<file path="config.mk">
export PLATFORM = sky130hd
export DESIGN_NAME = pkt_assembler
export DESIGN_NICKNAME = d
export VERILOG_FILES = /design/src/rtl/pkt_asm_pkg.sv /design/src/rtl/pkt_assembler.sv
export SDC_FILE = /design/constraint.sdc
export NUM_CORES = 1
export LEC_CHECK = 0
export BUFFER_PORTS_ARGS = -buffer_cell sky130_fd_sc_hd__buf_4
export CORE_UTILIZATION = 55
export CTS_BUF_LIST = sky130_fd_sc_hd__clkbuf_4 sky130_fd_sc_hd__clkbuf_8
export DETAILED_ROUTE_END_ITERATION = 8
export GPL_TIMING_DRIVEN = 0
export PLACE_DENSITY = 0.88
export SYNTH_ARGS = -nofsm -noshare
export SYNTH_HDL_FRONTEND = slang
export SYNTH_SLANG_ARGS = --single-unit
</file>
<file path="constraint.sdc">
create_clock -name i_clk -period 3.2 [get_ports i_clk]
set_input_delay 0 -clock i_clk [delete_from_list [all_inputs] [get_ports i_clk]]
set_output_delay 0 -clock i_clk [all_outputs]
set_load 0.005 [all_outputs]
</file>
<file path="src/rtl/pkt_asm_pkg.sv">
// Shared types and default configuration for the packet assembler.
// The state encoding is visible to anything that imports this package.
package pkt_asm_pkg;

   localparam int PKT_ASM_BYTE_W      = 8;
   localparam int PKT_ASM_PKT_BYTES   = 32;
   localparam int PKT_ASM_TIMEOUT_CYC = 1024;

   typedef enum logic [1:0] {
      ST_IDLE = 2'd0,
      ST_FILL = 2'd1,
      ST_HOLD = 2'd2
   } pkt_state_e;

endpackage : pkt_asm_pkg

</file>
<file path="src/rtl/pkt_assembler.sv">
// Packs bytes popped from a first-word-fall-through FIFO into a wide packet,
// LSB- or MSB-lane first, closing early on flush or after an idle timeout.
module pkt_assembler
   import pkt_asm_pkg::*;
#(
   parameter int BYTE_W      = PKT_ASM_BYTE_W,
   parameter int PKT_BYTES   = PKT_ASM_PKT_BYTES,
   parameter int TIMEOUT_CYC = PKT_ASM_TIMEOUT_CYC,
   localparam int CNT_W      = $clog2(PKT_BYTES + 1)
)(
   input  logic                        i_clk,
   input  logic                        i_rst_n,
   input  logic                        i_fifo_empty,
   input  logic [BYTE_W-1:0]           i_fifo_data,
   output logic                        o_fifo_rd_en,
   input  logic                        i_msb_first,
   input  logic                        i_flush,
   output logic [BYTE_W*PKT_BYTES-1:0] o_packet,
   output logic [CNT_W-1:0]            o_pkt_len,
   output logic                        o_pkt_partial,
   output logic                        o_pkt_valid,
   input  logic                        i_pkt_ready
);

   localparam int IDLE_W     = (TIMEOUT_CYC > 0) ? $clog2(TIMEOUT_CYC + 1) : 1;
   localparam bit TIMEOUT_EN = (TIMEOUT_CYC > 0);
   localparam logic [CNT_W-1:0] LAST_LANE = CNT_W'(PKT_BYTES - 1);
   localparam logic [CNT_W-1:0] FULL_CNT  = CNT_W'(PKT_BYTES);

   pkt_state_e                  state_q,   state_d;
   logic [CNT_W-1:0]            cnt_q,     cnt_d;
   logic [IDLE_W-1:0]           idle_q,    idle_d;
   logic [BYTE_W*PKT_BYTES-1:0] packet_q,  packet_d;
   logic                        partial_q, partial_d;
   logic                        msb_q,     msb_d;
   logic                        valid_q,   valid_d;

   logic                        rd_en_s;
   logic                        mode_s;
   logic [CNT_W-1:0]            lane_s;
   logic [CNT_W-1:0]            cnt_inc_s;
   logic                        full_s;
   logic [IDLE_W-1:0]           idle_inc_s;
   logic                        timeout_s;

   // Gating with i_rst_n keeps the FIFO untouched while reset is held.
   assign rd_en_s      = i_rst_n && !i_fifo_empty && (state_q != ST_HOLD);
   assign o_fifo_rd_en = rd_en_s;

   assign o_packet      = packet_q;
   assign o_pkt_len     = cnt_q;
   assign o_pkt_partial = partial_q;
   assign o_pkt_valid   = valid_q;

   always_comb begin
      state_d   = state_q;
      cnt_d     = cnt_q;
      idle_d    = idle_q;
      packet_d  = packet_q;
      partial_d = partial_q;
      msb_d     = msb_q;

      // The first byte of a packet samples the mode live; later bytes use the latched copy.
      mode_s     = (state_q == ST_IDLE) ? i_msb_first : msb_q;
      lane_s     = mode_s ? (LAST_LANE - cnt_q) : cnt_q;
      cnt_inc_s  = cnt_q + CNT_W'(rd_en_s);
      full_s     = (cnt_inc_s == FULL_CNT);
      idle_inc_s = idle_q + IDLE_W'(1);
      timeout_s  = TIMEOUT_EN && !rd_en_s && (idle_inc_s == IDLE_W'(TIMEOUT_CYC));

      for (int i = 0; i < PKT_BYTES; i++) begin
         if (rd_en_s && (lane_s == CNT_W'(i))) begin
            packet_d[i*BYTE_W +: BYTE_W] = i_fifo_data;
         end else begin
            packet_d[i*BYTE_W +: BYTE_W] = packet_d[i*BYTE_W +: BYTE_W];
         end
      end

      case (state_q)
         ST_IDLE: begin
            idle_d    = '0;
            partial_d = 1'b0;
            if (rd_en_s) begin
               cnt_d   = cnt_inc_s;
               msb_d   = i_msb_first;
               state_d = full_s ? ST_HOLD : ST_FILL;
            end else begin
               state_d = ST_IDLE;
            end
         end
         ST_FILL: begin
            cnt_d = cnt_inc_s;
            if (rd_en_s) begin
               idle_d = '0;
            end else if (TIMEOUT_EN) begin
               idle_d = idle_inc_s;
            end else begin
               idle_d = idle_q;
            end
            // A completing byte wins over a simultaneous flush or timeout.
            if (full_s) begin
               state_d   = ST_HOLD;
               partial_d = 1'b0;
            end else if (i_flush || timeout_s) begin
               state_d   = ST_HOLD;
               partial_d = 1'b1;
            end else begin
               state_d = ST_FILL;
            end
         end
         ST_HOLD: begin
            idle_d = '0;
            if (valid_q && i_pkt_ready) begin
               state_d   = ST_IDLE;
               cnt_d     = '0;
               packet_d  = '0;
               partial_d = 1'b0;
            end else begin
               state_d = ST_HOLD;
            end
         end
         default: begin
            state_d   = ST_IDLE;
            cnt_d     = '0;
            idle_d    = '0;
            packet_d  = '0;
            partial_d = 1'b0;
            msb_d     = 1'b0;
         end
      endcase

      valid_d = (state_d == ST_HOLD);
   end

   always_ff @(posedge i_clk or negedge i_rst_n) begin
      if (!i_rst_n) begin
         state_q   <= ST_IDLE;
         cnt_q     <= '0;
         idle_q    <= '0;
         packet_q  <= '0;
         partial_q <= 1'b0;
         msb_q     <= 1'b0;
         valid_q   <= 1'b0;
      end else begin
         state_q   <= state_d;
         cnt_q     <= cnt_d;
         idle_q    <= idle_d;
         packet_q  <= packet_d;
         partial_q <= partial_d;
         msb_q     <= msb_d;
         valid_q   <= valid_d;
      end
   end

endmodule : pkt_assembler

</file>
==> results_dict.tcl, run 1 <==
set metrics [dict create \
    multi_input_area_mm2 0.004808 \
    syn-mean-instance-area_um2 11.10 \
    cp-start-kind "flop" \
    switchingPower_mw 3.390 \
    grt_first_pass_wirelength_mm 55.55 \
    rows 53 \
    pin_count 279 \
    final_nets 1451 \
    min_path_type "in -> async" \
    start_util 0.5674 \
    worst_pin_slew_ns 1.069 \
    synth_nets 1110 \
    cts_htree_levels 2 \
    synth.yosys.seq_area_share 0.5759 \
    finalSetupViolCount 0 \
    switching_share 0.3497 \
    vias_per_cell 5.676 \
    p_per_area_mw_per_mm2 618.5 \
    fill_cells 1454 \
    vias 9859 \
    rr_endpoint "o_packet[69]" \
    drt-total-wl_mm 36.73 \
    combinationalPowerShare 0.267 \
    slew_viol_final 0 \
    holdWs_ns 0.06258 \
    antenna_found_initial 0 \
    clkLatencyLatePin_ns 0.55 \
    place_area_mm2 0.01457 \
    first_global_vias 9947 \
    skew_ns 0.01216 \
    hpwl_mm 24.83 \
    clkTransAtPathRegs_ns 0.07 \
    status "finished clean" \
    diodes 0 \
    max_cap_viol_count 0 \
    drive_gt1_frac 0.2852 \
    die_area_mm2 0.02256 \
    cp.required_ns 3.61 \
    ys.flop_type "dfrtp_1" \
    async_flop_share 1.000 \
    timing.final.crit_share 0.9634 \
    end_kind "flop" \
    yosys_warnings 0 \
    syn_to_final_growth_pct 29.76 \
    final-seq-area_mm2 0.006957 \
    grt.overflow.total 0 \
    power_leakage_nw 9.506 \
    ant_nets 0 \
    yosys.area.top_type "dfrtp_1" \
    rsz0062_at_grt "no" \
    p_int_mw 6.305 \
    crit_type "reg -> reg" \
    drt_iter0_markers 681 \
    cts_root_buffer "clkbuf_8" \
    clockBufferDepth 3 \
    syn_inst 1088 \
    syn_area_mm2 0.01208 \
    startpoint "state_q[0]" \
    r2r_setup_slack_ns 0.12 \
    yosys_register_bits 278 \
    slew-limit-headroom 0.2810 \
    cts_made_buffers 45 \
    final_area_mm2 0.01567 \
    tritoncts "yes" \
    cts_sinks 278 \
    fin_setup_tns_ns 0 \
    cp.arrival_ns 3.50 \
    period_minus_slack_ns 3.083 \
    dieHeight_um 150.2 \
    critPathMaxFanout 10 \
    coreArea_mm2 0.02129 \
    clockPowerShare 0.325 \
    cts_post_setup_buffers_inserted 0 \
    reg2reg_depth 7 \
    synth_cell_types 47 \
    p_seq_frac 0.408 \
    r2r-start "state_q[0]" \
    io_buffers 278 \
    grt_max_degree 121 \
    wl_per_cell_um 21.14 \
    gp_congestion 0.8947 \
    die_w_um 150.2 \
    remaining_drc_errors 0 \
    synth_top_area_frac 0.5759 \
    synth_area_leaders "dfrtp_1 58%, mux2i_1 19%, nor2_1 7.6%" \
    synth-edff-count 0 \
    cp-endpoint "o_packet[69]" \
    final_hold_viol_count 0 \
    grt_usage 0.3275 \
    fmax_mhz 324.4 \
    ir_drop_uv 444.6 \
    dr.pass1.iters 5 \
]
cell families after synthesis:
group / share of synthesized area
and+or+nand+nor: 0.1497
DFF: 0.5759
muxes: 0.1882
buffers and inverters: 0.02693
AOI/OAI and AO/OA: 0.04081
xor gates and xnor gates: 0.01015
adders and majority gates: 0.008287
what timing repair did:
item                                    4_1_cts  5_1_grt
hold buffers                                 14        0
hold endpoints to repair                    300        0
resized for setup                             0        2
endpoints found under the setup margin        0        3
how the worst min path moves through the flow:
stage,cells after the start,slack (ns),from,to
after global placement,3,0.30,i_fifo_data[7],o_packet[135]
after floorplan,0,-0.30,i_rst_n,idle_q[0]
after global routing,3,0.08,i_rst_n,o_packet[132]
final,3,0.06,i_rst_n,state_q[0]
after detailed placement,1,-0.05,i_rst_n,idle_q[2]
after CTS,3,0.05,i_rst_n,o_packet[132]
placed cells by master (no fill, tap or decap), drive strengths merged, types with 5 or more instances in the layout:
cell type    instances
mux2i              226
inv                  6
dlygate4sd3         13
clkbuf             130
nor2               244
nand4                7
xnor2                9
o21ai               12
clkinv              10
buf                293
nand3               57
nand2               76
xor2                 5
ha                   8
a21oi               47
nor3                 5
dfrtp              278
power by group through the flow:
stage          Combinational, mW  Sequential, mW  Clock [mW]
6_report                    2.59            3.96        3.15
3_3_place_gp                2.45            4.00           0
2_1_floorplan               1.42            4.00           0
5_1_grt                     2.79            3.98        3.34
3_5_place_dp                2.53            4.01           0
4_1_cts                     2.55            3.95        3.18
synthesized netlist by cell type (9+ instances only):
| cell | n |
|---|---|
| nor2_1 | 244 |
| a21oi_1 | 39 |
| clkbuf_1 | 60 |
| mux2i_1 | 226 |
| nand2_4 | 10 |
| nand2_2 | 18 |
| nand3_1 | 57 |
| dfrtp_1 | 278 |
| nand2_1 | 48 |
| xnor2_1 | 9 |
state kept, by name, indices dropped and copies added, names as in the netlist:
name	flops
state_q	2
msb_q	1
o_pkt_len	6
o_pkt_valid	1
o_packet	256
idle_q	11
o_pkt_partial	1
per-stage QoR:
step / std cells / util / power (mW) / setup slack, ns
after detailed placement: 1643 / 0.6846 / 6.537 / 0.05544
final: 1737 / 0.7363 / 9.694 / 0.1171
after global routing: 1737 / 0.7363 / 10.11 / 0.03470
after floorplan: 1088 / - / 5.420 / 0.5804
after CTS: 1737 / 0.7358 / 9.694 / 0.04529
after global placement: 1641 / 0.6817 / 6.446 / -1.828
metal layers:
metal / vias up / global-route usage / share of wire
met5: - / 0 / 0
met4: 0 / 0.1561 / 0.043
met3: 106 / 0.07515 / 0.087
met2: 465 / 0.5178 / 0.48
met1: 4920 / 0.4288 / 0.39
li1: 4368 / - / -
critical path, cell delays in order, from the launching register on:
cell and delay [ns]:
dfrtp_1 0.38, inv_1 0.08, ha_1 0.20, a21boi_1 0.21, o31ai_1 0.91, clkbuf_1 0.56, clkbuf_1 0.48, nor2_1 0.12
layout make-up:
cell class / count / share of cell area
tap: 275 / 0.02195
buffer: 72 / 0.01908
clock inverter: 10 / 0.003592
multi-input combinational: 731 / 0.3068
inverter: 7 / 0.001676
timing repair buffer: 294 / 0.1472
sequential: 278 / 0.4438
clock buffer: 70 / 0.05588
Power figures use the tool's default switching activity.
==> inputs of run 2 (changes only) <==
--- a/config.mk
+++ b/config.mk
@@ -6,11 +6,10 @@
 export NUM_CORES = 1
 export LEC_CHECK = 0
 export BUFFER_PORTS_ARGS = -buffer_cell sky130_fd_sc_hd__buf_4
-export CORE_UTILIZATION = 55
-export CTS_BUF_LIST = sky130_fd_sc_hd__clkbuf_4 sky130_fd_sc_hd__clkbuf_8
+export CORE_UTILIZATION = 54
 export DETAILED_ROUTE_END_ITERATION = 8
 export GPL_TIMING_DRIVEN = 0
-export PLACE_DENSITY = 0.88
+export PLACE_DENSITY = 0.87
 export SYNTH_ARGS = -nofsm -noshare
 export SYNTH_HDL_FRONTEND = slang
 export SYNTH_SLANG_ARGS = --single-unit
==> results_dict.tcl, run 2 (same netlist as run 1, synthesis figures left out) <==
set metrics [dict create \
    status "finished clean" \
    end_kind "flop" \
    dr.pass1.iters 6 \
    grt_first_pass_wirelength_mm 55.41 \
    drive_gt1_frac 0.2725 \
    hpwl_mm 24.56 \
    busiest_layer "met2" \
    vias_per_cell 5.658 \
    final_area_mm2 0.01600 \
    cp-endpoint "state_q[1]" \
    gp_congestion 0.9046 \
    dieHeight_um 151.6 \
    grt_max_degree 109 \
    coreArea_mm2 0.02189 \
    finalSetupViolCount 0 \
    reg2reg_depth 12 \
    layout_commonest_cell "buf_4" \
    first_global_vias 9760 \
    vias 9743 \
    clockBufferDepth 3 \
    r2r-start "state_q[0]" \
    grt_use_met3 0.07246 \
    cts_htree_levels 1 \
    rr_endpoint "state_q[1]" \
    rows 54 \
    tritoncts "yes" \
    syn_to_final_growth_pct 32.47 \
    power_leakage_nw 9.616 \
    grt.overflow.total 0 \
    fin_util 0.7310 \
    fill_cells 1519 \
    clkLatencyLatePin_ns 0.55 \
    cp-start-kind "flop" \
    largest_reg_flops 256 \
    min_path_type "in -> async" \
    fin_setup_tns_ns 0 \
    pin_count 279 \
    cp.required_ns 3.66 \
    antenna_found_initial 0 \
    cts_made_buffers 29 \
    crit_type "reg -> reg" \
    multi_input_area_mm2 0.004806 \
    slew-limit-headroom 0.4475 \
    ir_drop_uv 463.8 \
    die_area_mm2 0.02297 \
    io_buffers 278 \
    cts_post_setup_buffers_inserted 0 \
    grt_use_met1 0.4191 \
    skew_ns 0.01443 \
    drt_iter0_markers 577 \
    grtUsageMet2 0.5162 \
    die_w_um 151.6 \
    max_cap_viol_count 0 \
    drt-total-wl_mm 36.41 \
    ant_nets 0 \
    final_hold_viol_count 0 \
    p_total_mw 10.42 \
    fin_ws_ns 0.1719 \
    finalNonFillerCells 1722 \
    dp_slack_ns -0.1856 \
    final-seq-area_mm2 0.006957 \
    start_util 0.5518 \
    timing.final.crit_share 0.9463 \
    slew_viol_final 0 \
    grt_usage 0.3183 \
    holdWs_ns 0.2719 \
    cts_root_buffer "clkbuf_16" \
    final_nets 1441 \
    clkTransAtPathRegs_ns 0.06 \
    period_minus_slack_ns 3.028 \
    fmax_mhz 330.2 \
    final_cell_mix "280 x buf_4, 278 x dfrtp_1, 244 x nor2_1" \
    p_per_area_mw_per_mm2 651.2 \
    startpoint "state_q[0]" \
    wl_per_cell_um 21.14 \
    worst_pin_slew_ns 0.8288 \
    r2r_setup_slack_ns 0.17 \
    place_area_mm2 0.01458 \
    remaining_drc_errors 0 \
    diodes 0 \
    critPathMaxFanout 7 \
    cts_sinks 278 \
    cp.arrival_ns 3.49 \
    dp.cells 1648 \
]
run 2: critical path, cell delays in order, from the launching register on:
cell	delay [ns]
dfrtp_1	0.39
inv_1	0.08
ha_1	0.20
or3b_1	0.39
buf_2	0.17
inv_2	0.14
ha_1	0.22
ha_1	0.26
nor2_1	0.17
nand4b_1	0.15
a21oi_2	0.37
a311oi_1	0.16
a211oi_1	0.23
run 2: layer usage:
metal | vias up | share of wire | wire (um)
li1 | 4342 | - | -
met1 | 4922 | 0.41 | 14820
met2 | 402 | 0.48 | 17420
met3 | 77 | 0.081 | 2964
met4 | 0 | 0.033 | 1208
met5 | - | 0 | 0
run 2: how the worst min path moves through the flow:
stage	startpoint	to	slack, ns	cells after the start
after floorplan	i_rst_n	idle_q[0]	-0.30	0
after global placement	i_fifo_data[1]	o_packet[153]	0.30	3
after detailed placement	i_rst_n	idle_q[9]	-0.0001	1
after CTS	i_fifo_data[5]	o_packet[157]	0.30	4
after global routing	i_fifo_data[1]	o_packet[129]	0.34	4
final	i_rst_n	o_packet[68]	0.27	5
run 2: final cells by class:
class | instances | area share
Tap cell | 280 | 0.02189
Timing Repair Buffer | 300 | 0.1534
Multi-Input combinational cell | 731 | 0.3003
Buffer | 72 | 0.01869
Clock inverter | 15 | 0.01783
Clock buffer | 39 | 0.05145
Sequential cell | 278 | 0.4347
Inverter | 7 | 0.001642
run 2: power breakdown:
| group | internal (mW) | switching (mW) | total (mW) |
|---|---|---|---|
| clock network | 2.45 | 1.42 | 3.87 |
| registers | 3.77 | 0.184 | 3.96 |
| logic | 0.810 | 1.79 | 2.60 |
| total | 7.03 | 3.39 | 10.4 |
run 2: timing repair:
action	4_1_cts	5_1_grt
hold endpoints to repair	208	0
hold buffers	20	0
resized for setup	0	2
setup endpoints to repair	0	243
==> inputs of run 3 (changes only) <==
==> config.mk (replaced) <==
export PLATFORM = sky130hd
export DESIGN_NAME = pkt_assembler
export DESIGN_NICKNAME = d
export VERILOG_FILES = /design/src/rtl/pkt_asm_pkg.sv /design/src/rtl/pkt_assembler.sv
export SDC_FILE = /design/constraint.sdc
export NUM_CORES = 1
export LEC_CHECK = 0
export BUFFER_PORTS_ARGS = -buffer_cell sky130_fd_sc_hd__clkbuf_2
export CORE_UTILIZATION = 55
export DETAILED_ROUTE_END_ITERATION = 8
export GPL_TIMING_DRIVEN = 0
export PLACE_DENSITY = 0.88
export SYNTH_ARGS = -nofsm -noshare
export SYNTH_HDL_FRONTEND = slang
export SYNTH_SLANG_ARGS = --single-unit
==> constraint.sdc (replaced) <==
create_clock -name i_clk -period 3.6 [get_ports i_clk]
set_input_delay 0 -clock i_clk [delete_from_list [all_inputs] [get_ports i_clk]]
set_output_delay 0 -clock i_clk [all_outputs]
set_load 0.005 [all_outputs]
==> results_dict.tcl, run 3 (same netlist as run 1, synthesis figures left out) <==
set metrics [dict create \
    critPathMaxFanout 7 \
    slew_viol_final 0 \
    drive_gt1_frac 0.2642 \
    cts_root_buffer "clkbuf_16" \
    io_buffers 278 \
    period_minus_slack_ns 3.405 \
    vias_per_cell 5.596 \
    grt_usage 0.3151 \
    timing.final.crit_share 0.9459 \
    final_nets 1433 \
    gp_congestion 0.8720 \
    worst_pin_slew_ns 1.038 \
    p_total_mw 8.588 \
    fmax_mhz 293.7 \
    final_cell_mix "278 x dfrtp_1, 277 x clkbuf_2, 244 x nor2_1" \
    syn_to_final_growth_pct 23.60 \
    clkLatencyLatePin_ns 0.54 \
    cts_made_buffers 28 \
    cp-start-kind "flop" \
    dp_slack_ns 0.5265 \
    tritoncts "yes" \
    rsz0062_at_grt "no" \
    cts_sinks 278 \
    clockBufferDepth 3 \
    clkTransAtPathRegs_ns 0.06 \
    ant_nets 0 \
    diodes 0 \
    ir_drop_uv 446.9 \
    pin_count 279 \
    dieHeight_um 150.2 \
    start_util 0.5674 \
    drt_iter0_markers 520 \
    power_leakage_nw 9.222 \
    first_global_vias 9496 \
    cp.required_ns 4.02 \
    wl_per_cell_um 20.63 \
    cts_htree_levels 1 \
    skew_ns 0.01353 \
    cp.arrival_ns 3.82 \
    remaining_drc_errors 0 \
    p_per_area_mw_per_mm2 575.2 \
    grt_max_degree 115 \
    dr.pass1.iters 5 \
    drt-total-wl_mm 35.20 \
    place_area_mm2 0.01388 \
    largest_reg_flops 256 \
    grt_first_pass_wirelength_mm 53.74 \
    end_kind "flop" \
    antenna_found_initial 0 \
    cts_post_setup_buffers_inserted 0 \
    grt.overflow.total 0 \
    min_path_type "in -> async" \
    layout_commonest_cell "dfrtp_1" \
    vias 9547 \
    status "finished clean" \
    fill_cells 1535 \
    final_area_mm2 0.01493 \
    coreArea_mm2 0.02129 \
    slew-limit-headroom 0.3018 \
    die_area_mm2 0.02256 \
    rows 53 \
    max_cap_viol_count 0 \
    hpwl_mm 23.90 \
    finalSetupViolCount 0 \
    die_w_um 150.2 \
    crit_type "reg -> reg" \
    final_hold_viol_count 0 \
    fin_ws_ns 0.1948 \
]
[run 3: cell count changes in the layout (fill, tap and decap cells not counted), sizes merged, moves of 2 or more]
cell	before	now
inv	8	6
bufinv	8	2
clkinv	5	8
buf	298	14
clkbuf	99	379
[run 3: per-stage QoR]
stage                     hold slack [ns]  setup TNS (ns)  utilization  cells
after detailed placement          0.04448               0       0.6520   1643
after global placement             0.3263        -1831.89       0.6490   1641
after floorplan                   -0.2956               0            -   1088
after CTS                         0.01189               0       0.7008   1706
final                             0.02102               0       0.7013   1706
after global routing              0.07041               0       0.7013   1706
[run 3: worst paths after layout]
path                               start  cells past startpoint             to  slack (ns)
hold / removal                   i_rst_n                      2      idle_q[4]        0.02
hold reg to reg            o_packet[142]                      2  o_packet[142]        0.52
min in group i_clk           i_pkt_ready                      4     state_q[1]        0.04
setup / recovery              state_q[0]                     14  o_pkt_partial        0.19
max in group asynchronous        i_rst_n                      3  o_packet[223]        2.63
setup reg to reg              state_q[0]                     14  o_pkt_partial        0.19
[run 3: worst max-delay path: stages, from the launching register on]
cell and delay (ns):
dfrtp_1 0.37, inv_1 0.08, ha_1 0.21, or3b_1 0.36, buf_2 0.17, inv_2 0.14, ha_1 0.22, ha_1 0.25
nor2_1 0.17, nand4b_1 0.19, a21oi_4 0.30, nor2b_1 0.09, mux2i_1 0.14, a21oi_1 0.05, dlygate4sd3_1 0.55
[run 3: timing repair]
item,CTS,global route
hold buffers,13,0
hold endpoints to repair,90,0
gates resized for setup,0,2
endpoints found under the setup margin,0,1
[run 3: per-layer routing]
| layer | wire, um | vias to the layer above | global-route usage |
|---|---|---|---|
| li1 | - | 4302 | - |
| met4 | 1245 | 0 | 0.1247 |
| met3 | 2995 | 75 | 0.07273 |
| met5 | 0 | - | 0 |
| met1 | 14390 | 4768 | 0.4186 |
| met2 | 16570 | 402 | 0.5021 |
[run 3: cell type report]
| cell class | count | area, um^2 | share of cell area |
|---|---|---|---|
| timing repair buffer | 293 | 1585 | 0.1062 |
| multi-input combinational | 731 | 4808 | 0.3221 |
| sequential | 278 | 6957 | 0.4660 |
| tap | 275 | 344.1 | 0.02305 |
| clock inverter | 9 | 98.84 | 0.006621 |
| clock buffer | 41 | 810.8 | 0.05431 |
| buffer | 72 | 299.0 | 0.02003 |
| inverter | 7 | 26.28 | 0.001760 |
[run 3: power by group]
part | internal, mW | total, mW | switching [mW] | leakage [nW]
clock network | 1.70 | 2.90 | 1.20 | 0.451
logic | 0.584 | 2.17 | 1.59 | 4.90
registers | 3.35 | 3.51 | 0.161 | 3.87
